**src/rtl/mp3_pkg.sv**
```systemverilog
// Shared constants and state types for the MP3 sector fetch and frame-sync logic.
package mp3_pkg;

    localparam int          SECTOR_BYTES   = 512;
    localparam logic [7:0]  SYNC_BYTE      = 8'hFF;
    localparam logic [10:0] MIN_FRAME_SIZE = 11'd4;
    // Frame byte count at which the header size must already be known.
    localparam logic [10:0] HDR_DEADLINE   = 11'd4;

    typedef enum logic [2:0] {
        ST_IDLE,
        ST_GAP,
        ST_ISSUE,
        ST_STREAM,
        ST_DONE
    } fetch_state_t;

    typedef enum logic {
        SYNC_HUNT,
        SYNC_LOCK
    } sync_mode_t;

    function automatic logic is_sync_tail(input logic [7:0] b);
        return b[7:5] == 3'b111;
    endfunction

endpackage

```
**src/rtl/frame_tracker.sv**
```systemverilog
// Frame boundary tracker: hunts for the 0xFF/111x sync pair, then counts bytes
// against the header-supplied frame size and flags sync loss.
module frame_tracker
    import mp3_pkg::*;
(
    input  logic        clk,
    input  logic        rst,
    input  logic        i_byte_iv,
    input  logic [7:0]  i_byte_din,
    input  logic        i_header_iv,
    input  logic [10:0] i_frame_size,
    output logic        o_frame_start,
    output logic        o_frame_done,
    output logic        o_sync_err,
    output logic        o_plexer_rst
);

    sync_mode_t  r_mode;
    logic [10:0] r_fcnt;
    logic [10:0] r_size;
    logic        r_have_size;
    logic        r_prev_ff;
    logic        r_frame_start;
    logic        r_frame_done;
    logic        r_sync_err;
    logic        r_plexer_rst;

    sync_mode_t  w_mode_n;
    logic [10:0] w_fcnt_n;
    logic [10:0] w_size_n;
    logic        w_have_n;
    logic        w_prev_ff_n;
    logic        w_start_n;
    logic        w_done_n;
    logic        w_loss;

    // The byte is evaluated first with the old size; a same-cycle header is
    // applied afterwards, so it only counts if the tracker is locked after the byte.
    always_comb begin
        w_mode_n    = r_mode;
        w_fcnt_n    = r_fcnt;
        w_size_n    = r_size;
        w_have_n    = r_have_size;
        w_prev_ff_n = r_prev_ff;
        w_start_n   = 1'b0;
        w_done_n    = 1'b0;
        w_loss      = 1'b0;

        if (i_byte_iv) begin
            if (r_mode == SYNC_HUNT) begin
                if (r_prev_ff && is_sync_tail(i_byte_din)) begin
                    w_mode_n    = SYNC_LOCK;
                    w_fcnt_n    = 11'd2;
                    w_have_n    = 1'b0;
                    w_prev_ff_n = 1'b0;
                end else begin
                    w_prev_ff_n = (i_byte_din == SYNC_BYTE);
                end
            end else if (r_fcnt == 11'd0 && i_byte_din != SYNC_BYTE) begin
                w_loss = 1'b1;
            end else if (r_fcnt == HDR_DEADLINE && !r_have_size) begin
                w_loss = 1'b1;
            end else if (r_have_size && r_fcnt == r_size - 11'd1) begin
                w_done_n = 1'b1;
                w_fcnt_n = 11'd0;
                w_have_n = 1'b0;
            end else begin
                w_start_n = (r_fcnt == 11'd0);
                w_fcnt_n  = r_fcnt + 11'd1;
            end
        end

        if (w_loss) begin
            w_mode_n = SYNC_HUNT;
        end

        if (i_header_iv && w_mode_n == SYNC_LOCK) begin
            if (i_frame_size < MIN_FRAME_SIZE) begin
                w_loss   = 1'b1;
                w_mode_n = SYNC_HUNT;
            end else begin
                w_size_n = i_frame_size;
                w_have_n = 1'b1;
            end
        end

        if (w_loss) begin
            w_fcnt_n    = 11'd0;
            w_have_n    = 1'b0;
            w_prev_ff_n = 1'b0;
        end
    end

    always_ff @(posedge clk or posedge rst) begin
        if (rst) begin
            r_mode        <= SYNC_HUNT;
            r_fcnt        <= 11'd0;
            r_size        <= 11'd0;
            r_have_size   <= 1'b0;
            r_prev_ff     <= 1'b0;
            r_frame_start <= 1'b0;
            r_frame_done  <= 1'b0;
            r_sync_err    <= 1'b0;
            r_plexer_rst  <= 1'b0;
        end else begin
            r_mode        <= w_mode_n;
            r_fcnt        <= w_fcnt_n;
            r_size        <= w_size_n;
            r_have_size   <= w_have_n;
            r_prev_ff     <= w_prev_ff_n;
            r_frame_start <= w_start_n;
            r_frame_done  <= w_done_n;
            r_sync_err    <= w_loss;
            r_plexer_rst  <= w_loss;
        end
    end

    assign o_frame_start = r_frame_start;
    assign o_frame_done  = r_frame_done;
    assign o_sync_err    = r_sync_err;
    assign o_plexer_rst  = r_plexer_rst;

endmodule

```
**src/rtl/mp3_frame_sequencer.sv**
```systemverilog
// Fetches the MP3 file sector by sector from the SD controller, forwards each
// byte to the demux and tracks frame boundaries on the forwarded stream.
module mp3_frame_sequencer
    import mp3_pkg::*;
#(
    parameter logic [31:0] START_ADDR  = 32'd0,
    parameter int          NUM_SECTORS = 1024
) (
    input  logic        clk,
    input  logic        rst,
    input  logic        start,
    input  logic        ds_ready,
    input  logic        sd_ready,
    input  logic        sd_byte_available,
    input  logic [7:0]  sd_dout,
    input  logic        header_iv,
    input  logic [10:0] frame_size,
    output logic        sd_rd,
    output logic [31:0] sd_addr,
    output logic        out_iv,
    output logic [7:0]  out_din,
    output logic        frame_start,
    output logic        frame_done,
    output logic        plexer_rst,
    output logic        sync_err,
    output logic        busy,
    output logic        done
);

    localparam logic [31:0] LAST_SECTOR = 32'(NUM_SECTORS - 1);
    localparam logic [8:0]  LAST_BYTE   = 9'(SECTOR_BYTES - 1);

    fetch_state_t r_state;
    logic [31:0]  r_sector_idx;
    logic [8:0]   r_byte_cnt;
    logic         r_sd_rd;
    logic [31:0]  r_sd_addr;
    logic         r_out_iv;
    logic [7:0]   r_out_din;
    logic         r_busy;
    logic         r_done;

    logic         w_byte_iv;

    // Bytes are only accepted while a sector read is in flight.
    assign w_byte_iv = (r_state == ST_STREAM) && sd_byte_available;

    always_ff @(posedge clk or posedge rst) begin
        if (rst) begin
            r_state      <= ST_IDLE;
            r_sector_idx <= 32'd0;
            r_byte_cnt   <= 9'd0;
            r_sd_rd      <= 1'b0;
            r_sd_addr    <= 32'd0;
            r_out_iv     <= 1'b0;
            r_out_din    <= 8'd0;
            r_busy       <= 1'b0;
            r_done       <= 1'b0;
        end else begin
            r_out_iv <= 1'b0;
            case (r_state)
                ST_IDLE: begin
                    if (start) begin
                        r_state <= ST_GAP;
                        r_busy  <= 1'b1;
                    end
                end
                ST_GAP: begin
                    // Only start a sector when the demux can take all of it.
                    if (ds_ready && sd_ready) begin
                        r_state   <= ST_ISSUE;
                        r_sd_rd   <= 1'b1;
                        r_sd_addr <= START_ADDR + {r_sector_idx[22:0], 9'd0};
                    end
                end
                ST_ISSUE: begin
                    if (!sd_ready) begin
                        r_state    <= ST_STREAM;
                        r_sd_rd    <= 1'b0;
                        r_byte_cnt <= 9'd0;
                    end
                end
                ST_STREAM: begin
                    if (sd_byte_available) begin
                        r_out_iv   <= 1'b1;
                        r_out_din  <= sd_dout;
                        r_byte_cnt <= r_byte_cnt + 9'd1;
                        if (r_byte_cnt == LAST_BYTE) begin
                            if (r_sector_idx == LAST_SECTOR) begin
                                r_state <= ST_DONE;
                                r_busy  <= 1'b0;
                                r_done  <= 1'b1;
                            end else begin
                                r_state      <= ST_GAP;
                                r_sector_idx <= r_sector_idx + 32'd1;
                            end
                        end
                    end
                end
                ST_DONE: begin
                    r_state <= ST_DONE;
                end
                default: begin
                    r_state <= ST_IDLE;
                    r_busy  <= 1'b0;
                end
            endcase
        end
    end

    // Fed with the same strobe that registers into out_iv, so its pulses
    // land in the same cycle as the byte they describe.
    frame_tracker u_frame_tracker (
        .clk          (clk),
        .rst          (rst),
        .i_byte_iv    (w_byte_iv),
        .i_byte_din   (sd_dout),
        .i_header_iv  (header_iv),
        .i_frame_size (frame_size),
        .o_frame_start(frame_start),
        .o_frame_done (frame_done),
        .o_sync_err   (sync_err),
        .o_plexer_rst (plexer_rst)
    );

    assign sd_rd   = r_sd_rd;
    assign sd_addr = r_sd_addr;
    assign out_iv  = r_out_iv;
    assign out_din = r_out_din;
    assign busy    = r_busy;
    assign done    = r_done;

endmodule

```
**config.mk**
```make
export PLATFORM = sky130hd
export DESIGN_NAME = mp3_frame_sequencer
export DESIGN_NICKNAME = d
export VERILOG_FILES = /design/src/rtl/mp3_pkg.sv /design/src/rtl/frame_tracker.sv /design/src/rtl/mp3_frame_sequencer.sv
export SDC_FILE = /design/constraint.sdc
export NUM_CORES = 1
export LEC_CHECK = 0
export CAP_MARGIN = 20
export CORE_ASPECT_RATIO = 1.2
export CORE_MARGIN = 10
export CORE_UTILIZATION = 45
export CTS_BUF_LIST = sky130_fd_sc_hd__clkbuf_4 sky130_fd_sc_hd__clkbuf_8
export DETAILED_ROUTE_END_ITERATION = 12
export PLACE_DENSITY_LB_ADDON = 0.15
export REMOVE_ABC_BUFFERS = 1
export SETUP_SLACK_MARGIN = 0.5
export SYNTH_ARGS = -nofsm -noshare
export SYNTH_HDL_FRONTEND = slang
export SYNTH_SLANG_ARGS = --single-unit
export TNS_END_PERCENT = 10
```
**constraint.sdc**
```tcl
create_clock -name clk -period 4.4 [get_ports clk]
set_input_delay 0.88 -clock clk [delete_from_list [all_inputs] [get_ports clk]]
set_output_delay 0.88 -clock clk [all_outputs]
set_load 0.1 [all_outputs]
```
==> out/results.tsv, run 1 <==
stage	metric	value	unit
run	max-cap viol count	0	
placement	IO Port Bufs	64	
yosys	Post-synth top flop	dfrtp_1	
setup_path	Crit path arrival time	3.45	ns
placement	Placer Congestion	0.8458	
yosys	flops & latches, synth	107	
global_routing	largest net degree at the start of global routing	90	
timing	final setup TNS	0	ns
timing	final-report max-slew violation count	0	
die	Top Ports	74	
global_routing	GRT Total Usage	14.60	%
timing	Max-slew headroom	32.39	%
timing	unrepaired setup endpoints after global routing	false	
yosys	number of synthesized flops with an enable pin	0	
timing	Fin. Hold Viols	0	
yosys	post-synthesis sequential area ratio	50.02	%
yosys	Cells after Synth	497	
run_status	status	complete, no violations	
yosys	multiplexer share of the synthesized area	7.994	%
setup_path	CP Max Fanout	14	
timing	Final Cycle Share	71.30	%
clocking	CTS sink cnt	107	
clocking	Setup Buffers After CTS	0	
clocking	Clock transition at path regs	0.09	ns
placement	Final HPWL DP	8510	µm
power	Leakage Power	2.800	nW
detailed_routing	drt first pass iters	5	
yosys	Cell Area, Synth	5353	µm²
cells_and_area	Finished Core Util	54.74	%
die	initial core utilization	46.06	%
power	Pwr Density	319.9	nW/µm²
clocking	total CTS buffers	9	
yosys	combinational family with the most area after synthesis	simple AND/OR/NAND/NOR gates	
detailed_routing	1st-iter DRT viols	190	
clocking	CTS resizes	0	
die	FP Rows	43	
die	total die area	16680	µm²
timing	Max Clk Rate	318.8	MHz
timing	Clock Skews	0.008185	ns
power	peak supply drop	155.3	µV
yosys	Post-Synth Adder-Cell Area	1.403	%
worst_hold_path	Min-Delay Path Class	flop to flop	
cells_and_area	diodes inserted	0	
die	chip width	119.6	µm
yosys	Post-Synth Simple-Gate Area	19.96	%
timing	final setup fails	0	
timing	post-route minimum period	3.137	ns
yosys	synth warn	0	
detailed_routing	drt total wl	11840	µm
global_routing	first-pass GRT wire length	20310	µm
clocking	CTS tree	built	
die	Die Y	139.5	µm
detailed_routing	mean routed wirelength per cell	16.45	µm
yosys	post-synthesis async set-or-reset flop share	100.0	%
cells_and_area	final-stage net count	590	
global_routing	antenna violations before repair	0	
timing	Hold WS	0.4719	ns
cells_and_area	Layout area overhead	18.84	%
cells_and_area	Final Cell Area	6361	µm²
cells_and_area	commonest non-fill, non-tap cells in the layout	dfrtp_1 (107), clkdlybuf4s50_1 (64), nand2_1 (47)	
clocking	Root Driver	clkbuf_8	
clocking	H-tree level count	3	
cells_and_area	layout cells sized above 1	13.32	%
timing	worst slew pin tran	1.011	ns
setup_path	CP Capture Type	flop	
setup_path	element type at the critical path start	primary input	
global_routing	GRT Residual Overflow	0	
setup_path	critical path class	primary input to flop	
setup_path	CP required	4.72	ns
clocking	cts hold-fix bufs	0	
clocking	Worst-Skew Late Latency	0.38	ns
cells_and_area	most common cell after layout, fill and taps aside	dfrtp_1	
detailed_routing	DRT antenna net count	0	
yosys	Synth Area per Inst	10.77	µm²
detailed_routing	Vias/cell	5.374	
detailed_routing	Post-route DRC	0	
global_routing	vias in the first global route	4029	
die	CORE AREA	11620	µm²
clocking	CTS Buffer Depth	2	
placement	Area after DPL	6102	µm²
yosys	xor and xnor area share after synthesis	9.467	%
detailed_routing	Via Count	3869	
cells_and_area	final cell count without fillers	720	
yosys	Synth cell types	60	
yosys	compound-cell area share of the yosys netlist	7.129	%
placement	placed cell count	703	
[layout make-up]
type	count	area [µm²]
tap	157	196.4
multi-input combinational	357	2499
clock buffer	12	158.9
timing repair buffer	70	705.7
clock inverter	4	72.57
sequential	107	2678
fill	1040	5260
inverter	13	51.30
[final timing paths]
check	from	end	slack, ns	cells after the start
max	sd_byte_available	r_sector_idx[27]$_DFFE_PP0P_	1.26	7
min	done$_DFFE_PP0P_	done$_DFFE_PP0P_	0.47	1
max reg2reg	r_byte_cnt[0]$_DFFE_PP0P_	r_sector_idx[27]$_DFFE_PP0P_	1.40	10
min reg2reg	done$_DFFE_PP0P_	done$_DFFE_PP0P_	0.47	1
max in group asynchronous	rst	sd_addr[17]$_DFFE_PP0P_	2.74	4
min in group asynchronous	rst	sd_addr[9]$_DFFE_PP0P_	0.84	2
[power breakdown]
part           total (mW)  switching [mW]  internal, mW
logic               0.289           0.203        0.0862
clock network       0.692           0.334         0.357
registers            1.05          0.0344          1.02
total                2.03           0.571          1.46
[cells in the mapped netlist, types with 3 or more instances]
cell	instances	area, µm²
mux2_4	9	135.1
a21oi_1	11	55.05
and3_1	3	18.77
nand3b_1	3	22.52
nand2_1	47	176.4
clkbuf_1	11	41.29
and4_1	5	43.79
o21ai_0	8	40.04
buf_4	10	75.07
mux2_2	26	292.8
nor3_1	14	70.07
inv_1	13	48.80
dfrtp_1	107	2678
and2_1	3	18.77
a22o_1	3	26.28
xor2_1	15	131.4
a211oi_1	11	82.58
nand2b_1	5	31.28
buf_2	4	20.02
or4_1	4	30.03
nand3_1	27	135.1
ha_1	6	75.07
nand4_1	15	93.84
nor4_1	11	68.82
nor2_1	37	138.9
xnor2_1	41	359.1
a31o_2	3	26.28
nor2b_1	4	25.02
[layer usage]
layer  vias up  track usage [%]  wire (µm)
li1       1863                -          -
met3        18            3.278        476
met4         0            6.743        262
met5         -                0          0
met2        73            24.10       5996
met1      1915            17.65       5108
[registers in the layout (all words and copies together) (netlist names), 3 cells and up]
| name | count |
|---|---|
| u_frame_tracker.r_fcnt | 11 |
| u_frame_tracker.r_size | 11 |
| sd_addr | 23 |
| r_sector_idx | 32 |
| out_din | 8 |
| r_state | 3 |
| r_byte_cnt | 9 |
[worst max-delay path, stage by stage]
cell and delay, ns:
clkdlybuf4s50_1 0.57, nand4b_4 0.25, or4_4 0.59, a311o_2 0.44
nor3_4 0.32, and4_4 0.28, xor2_2 0.13
[cells by family (layout without fill, tap and decap cells)]
logic type / after synthesis / after routing
AO/OA/AOI/OAI: 54 / 54
XOR/XNOR: 57 / 57
adder cells (fa/ha/maj): 6 / 6
buffers and inverters: 41 / 99
flip-flops: 107 / 107
multiplexers: 35 / 35
other: 1 / 9
AND/OR/NAND/NOR: 196 / 196
[metrics by stage]
step | setup slack, ns | power, mW
after global placement | 0.9188 | 1.354
after detailed placement | 0.8544 | 1.362
final | 1.263 | 2.035
after floorplan | 0.7028 | 1.274
after CTS | 1.264 | 2.059
after global routing | 1.140 | 2.121
Note: power is estimated with default switching activity, not from simulation.
==> inputs of run 2 (changes only) <==
clock period = 2.6 ns   (was 4.4 ns; I/O delays follow)
==> run 2 against run 1 <==
- clock power rose by 34%
- clock-buffer cell count fell by 1
- global-route usage rose by 0.48 points
- critical endpoint is now r_sector_idx[17]$_DFFE_PP0P_
- final area rose by 7.8%
==> out/results.tsv, run 2 (same netlist as run 1, synthesis figures left out) <==
stage	metric	value	unit
run_status	status	complete, no violations	
clocking	total CTS buffers	9	
timing	worst slew pin tran	0.6784	ns
global_routing	GRT Total Usage	15.08	%
setup_path	cell mode on critical path	nor2_4	
cells_and_area	layout cells sized above 1	33.55	%
timing	Fin. Hold Viols	0	
detailed_routing	drt total wl	12510	µm
timing	final setup fails	0	
die	CORE AREA	11620	µm²
setup_path	CP cell instances	and3_4 -> nand2_4 -> nor2_4 -> ha_4 -> inv_2 -> or4_4 -> a311o_2 -> buf_12 -> nor2_4 -> nand3_2 -> xnor2_2	
detailed_routing	Vias/cell	5.183	
detailed_routing	Post-route DRC	0	
die	initial core utilization	46.06	%
placement	Placer Congestion	0.8337	
clocking	CTS sink cnt	107	
timing	unrepaired setup endpoints after global routing	true	
setup_path	CP required	2.88	ns
cells_and_area	commonest non-fill, non-tap cells in the layout	dfrtp_1 (101), buf_4 (92), nand2_1 (45)	
global_routing	met3 Use GR	3.642	%
timing	post-route minimum period	2.396	ns
timing	Final Cycle Share	92.14	%
setup_path	CP Max Fanout	4	
cells_and_area	Layout area overhead	28.17	%
worst_hold_path	Min-Delay Path Class	primary input to asynchronous set/reset pin	
cells_and_area	fillcell total	999	
global_routing	vias in the first global route	4160	
setup_path	CP Capture Type	flop	
detailed_routing	DRT antenna net count	0	
detailed_routing	mean routed wirelength per cell	16.22	µm
setup_path	critical path class	flop to flop	
global_routing	antenna violations before repair	0	
clocking	CTS Buffer Depth	2	
clocking	Root Driver	clkbuf_8	
clocking	CTS tree	built	
power	Leakage Power	3.148	nW
die	total die area	16680	µm²
placement	Final HPWL DP	9137	µm
detailed_routing	drt first pass iters	4	
die	FP Rows	43	
cells_and_area	diodes inserted	0	
timing	Max Clk Rate	417.4	MHz
placement	IO Port Bufs	64	
cells_and_area	max FFs per register	32	
global_routing	layer with the highest usage	met2	
detailed_routing	Via Count	3996	
global_routing	grt met2 use	26.48	%
global_routing	GRT Residual Overflow	0	
clocking	Clock transition at path regs	0.10	ns
timing	Hold WS	0.4696	ns
timing	Max-slew headroom	54.42	%
clocking	H-tree level count	3	
timing	Clock Skews	0.01544	ns
die	Top Ports	74	
global_routing	GR Util met1	17.14	%
setup_path	Crit path arrival time	2.67	ns
power	peak supply drop	314.0	µV
cells_and_area	Most flops, register	r_sector_idx	
setup_path	element type at the critical path start	flop	
setup_path	Slowest-stage cell, CP	or4_4	
global_routing	largest net degree at the start of global routing	46	
cells_and_area	multi-input logic area	2758	µm²
setup_path	CP max stage delay	0.42	ns
timing	final-report max-slew violation count	0	
cells_and_area	most common cell after layout, fill and taps aside	dfrtp_1	
die	Die Y	139.5	µm
detailed_routing	1st-iter DRT viols	189	
timing	final setup TNS	0	ns
die	chip width	119.6	µm
clocking	Worst-Skew Late Latency	0.40	ns
power	Pwr Density	479.7	nW/µm²
global_routing	first-pass GRT wire length	20740	µm
run	max-cap viol count	0	
cells_and_area	final-stage net count	642	
cells_and_area	register area	2685	µm²
-- run 2: per-stage QoR --
step / cell area, µm² / util (%) / worst slack [ns] / cells / power [mW]
after floorplan: 5220 / - / -0.7372 / 477 / 2.157
after global placement: 6345 / 54.60 / -0.2326 / 745 / 2.340
after detailed placement: 6345 / 54.60 / -0.2688 / 745 / 2.354
after CTS: 6615 / 56.92 / 0.1949 / 763 / 3.289
after global routing: 6860 / 59.03 / 0.1054 / 771 / 3.436
final: 6860 / 59.03 / 0.2044 / 771 / 3.291
-- run 2: area by class of cell --
class	instances	share of cell area (%)
multi-input combinational	358	40.20
sequential	107	39.14
timing repair buffer	121	14.61
tap	157	2.863
clock buffer	11	2.024
inverter	13	0.7478
clock inverter	4	0.4195
-- run 2: path summary, 6_finish.rpt --
check / cells after the start / from / endpoint / slack [ns]
min: 2 / rst / r_sector_idx[31]$_DFFE_PP0P_ / 0.47
min in group clk: 1 / r_sector_idx[31]$_DFFE_PP0P_ / r_sector_idx[31]$_DFFE_PP0P_ / 0.50
max in group asynchronous: 3 / rst / u_frame_tracker.r_size[5]$_DFFE_PP0P_ / 1.53
min reg2reg: 1 / r_sector_idx[31]$_DFFE_PP0P_ / r_sector_idx[31]$_DFFE_PP0P_ / 0.50
max: 11 / r_byte_cnt[5]$_DFFE_PP0P_ / r_sector_idx[17]$_DFFE_PP0P_ / 0.20
max reg2reg: 11 / r_byte_cnt[5]$_DFFE_PP0P_ / r_sector_idx[17]$_DFFE_PP0P_ / 0.20
-- run 2: timing repair --
| action | in CTS | in global routing |
|---|---|---|
| buffers inserted | 2 | 8 |
| pin swaps | 14 | 12 |
| hold buffers | 0 | 0 |
| gates resized for setup | 23 | 39 |
| gates cloned | 1 | 0 |
| endpoints found under the setup margin | 51 | 53 |
-- run 2: report_power, final --
part	leakage, nW	total (mW)	internal [mW]	switching [mW]
sequential	1.44	1.78	1.73	0.0587
clock	0.0822	0.929	0.365	0.564
combinational	1.63	0.578	0.199	0.379
total	3.15	3.29	2.29	1.00
-- run 2: worst max-delay path, delay by kind of cell (launching register included) --
kind / cells / cell delay, ns
and+or+nand+nor: 6 / 1.01
AOI/OAI and AO/OA: 1 / 0.39
DFF: 1 / 0.38
buffers and inverters: 2 / 0.18
xor gates and xnor gates: 1 / 0.16
adders and majority gates: 1 / 0.15
-- run 2: metal layers --
metal | up-vias | wire, µm
li1 | 1969 | -
met1 | 1959 | 5147
met2 | 54 | 6707
met3 | 14 | 414
met4 | 0 | 236
met5 | - | 0
==> inputs of run 3 (changes only) <==
ABC_AREA = 0   (was default)
==> results of run 3 <==
No change in the layout: final DEF, timing and power equal those of run 2.
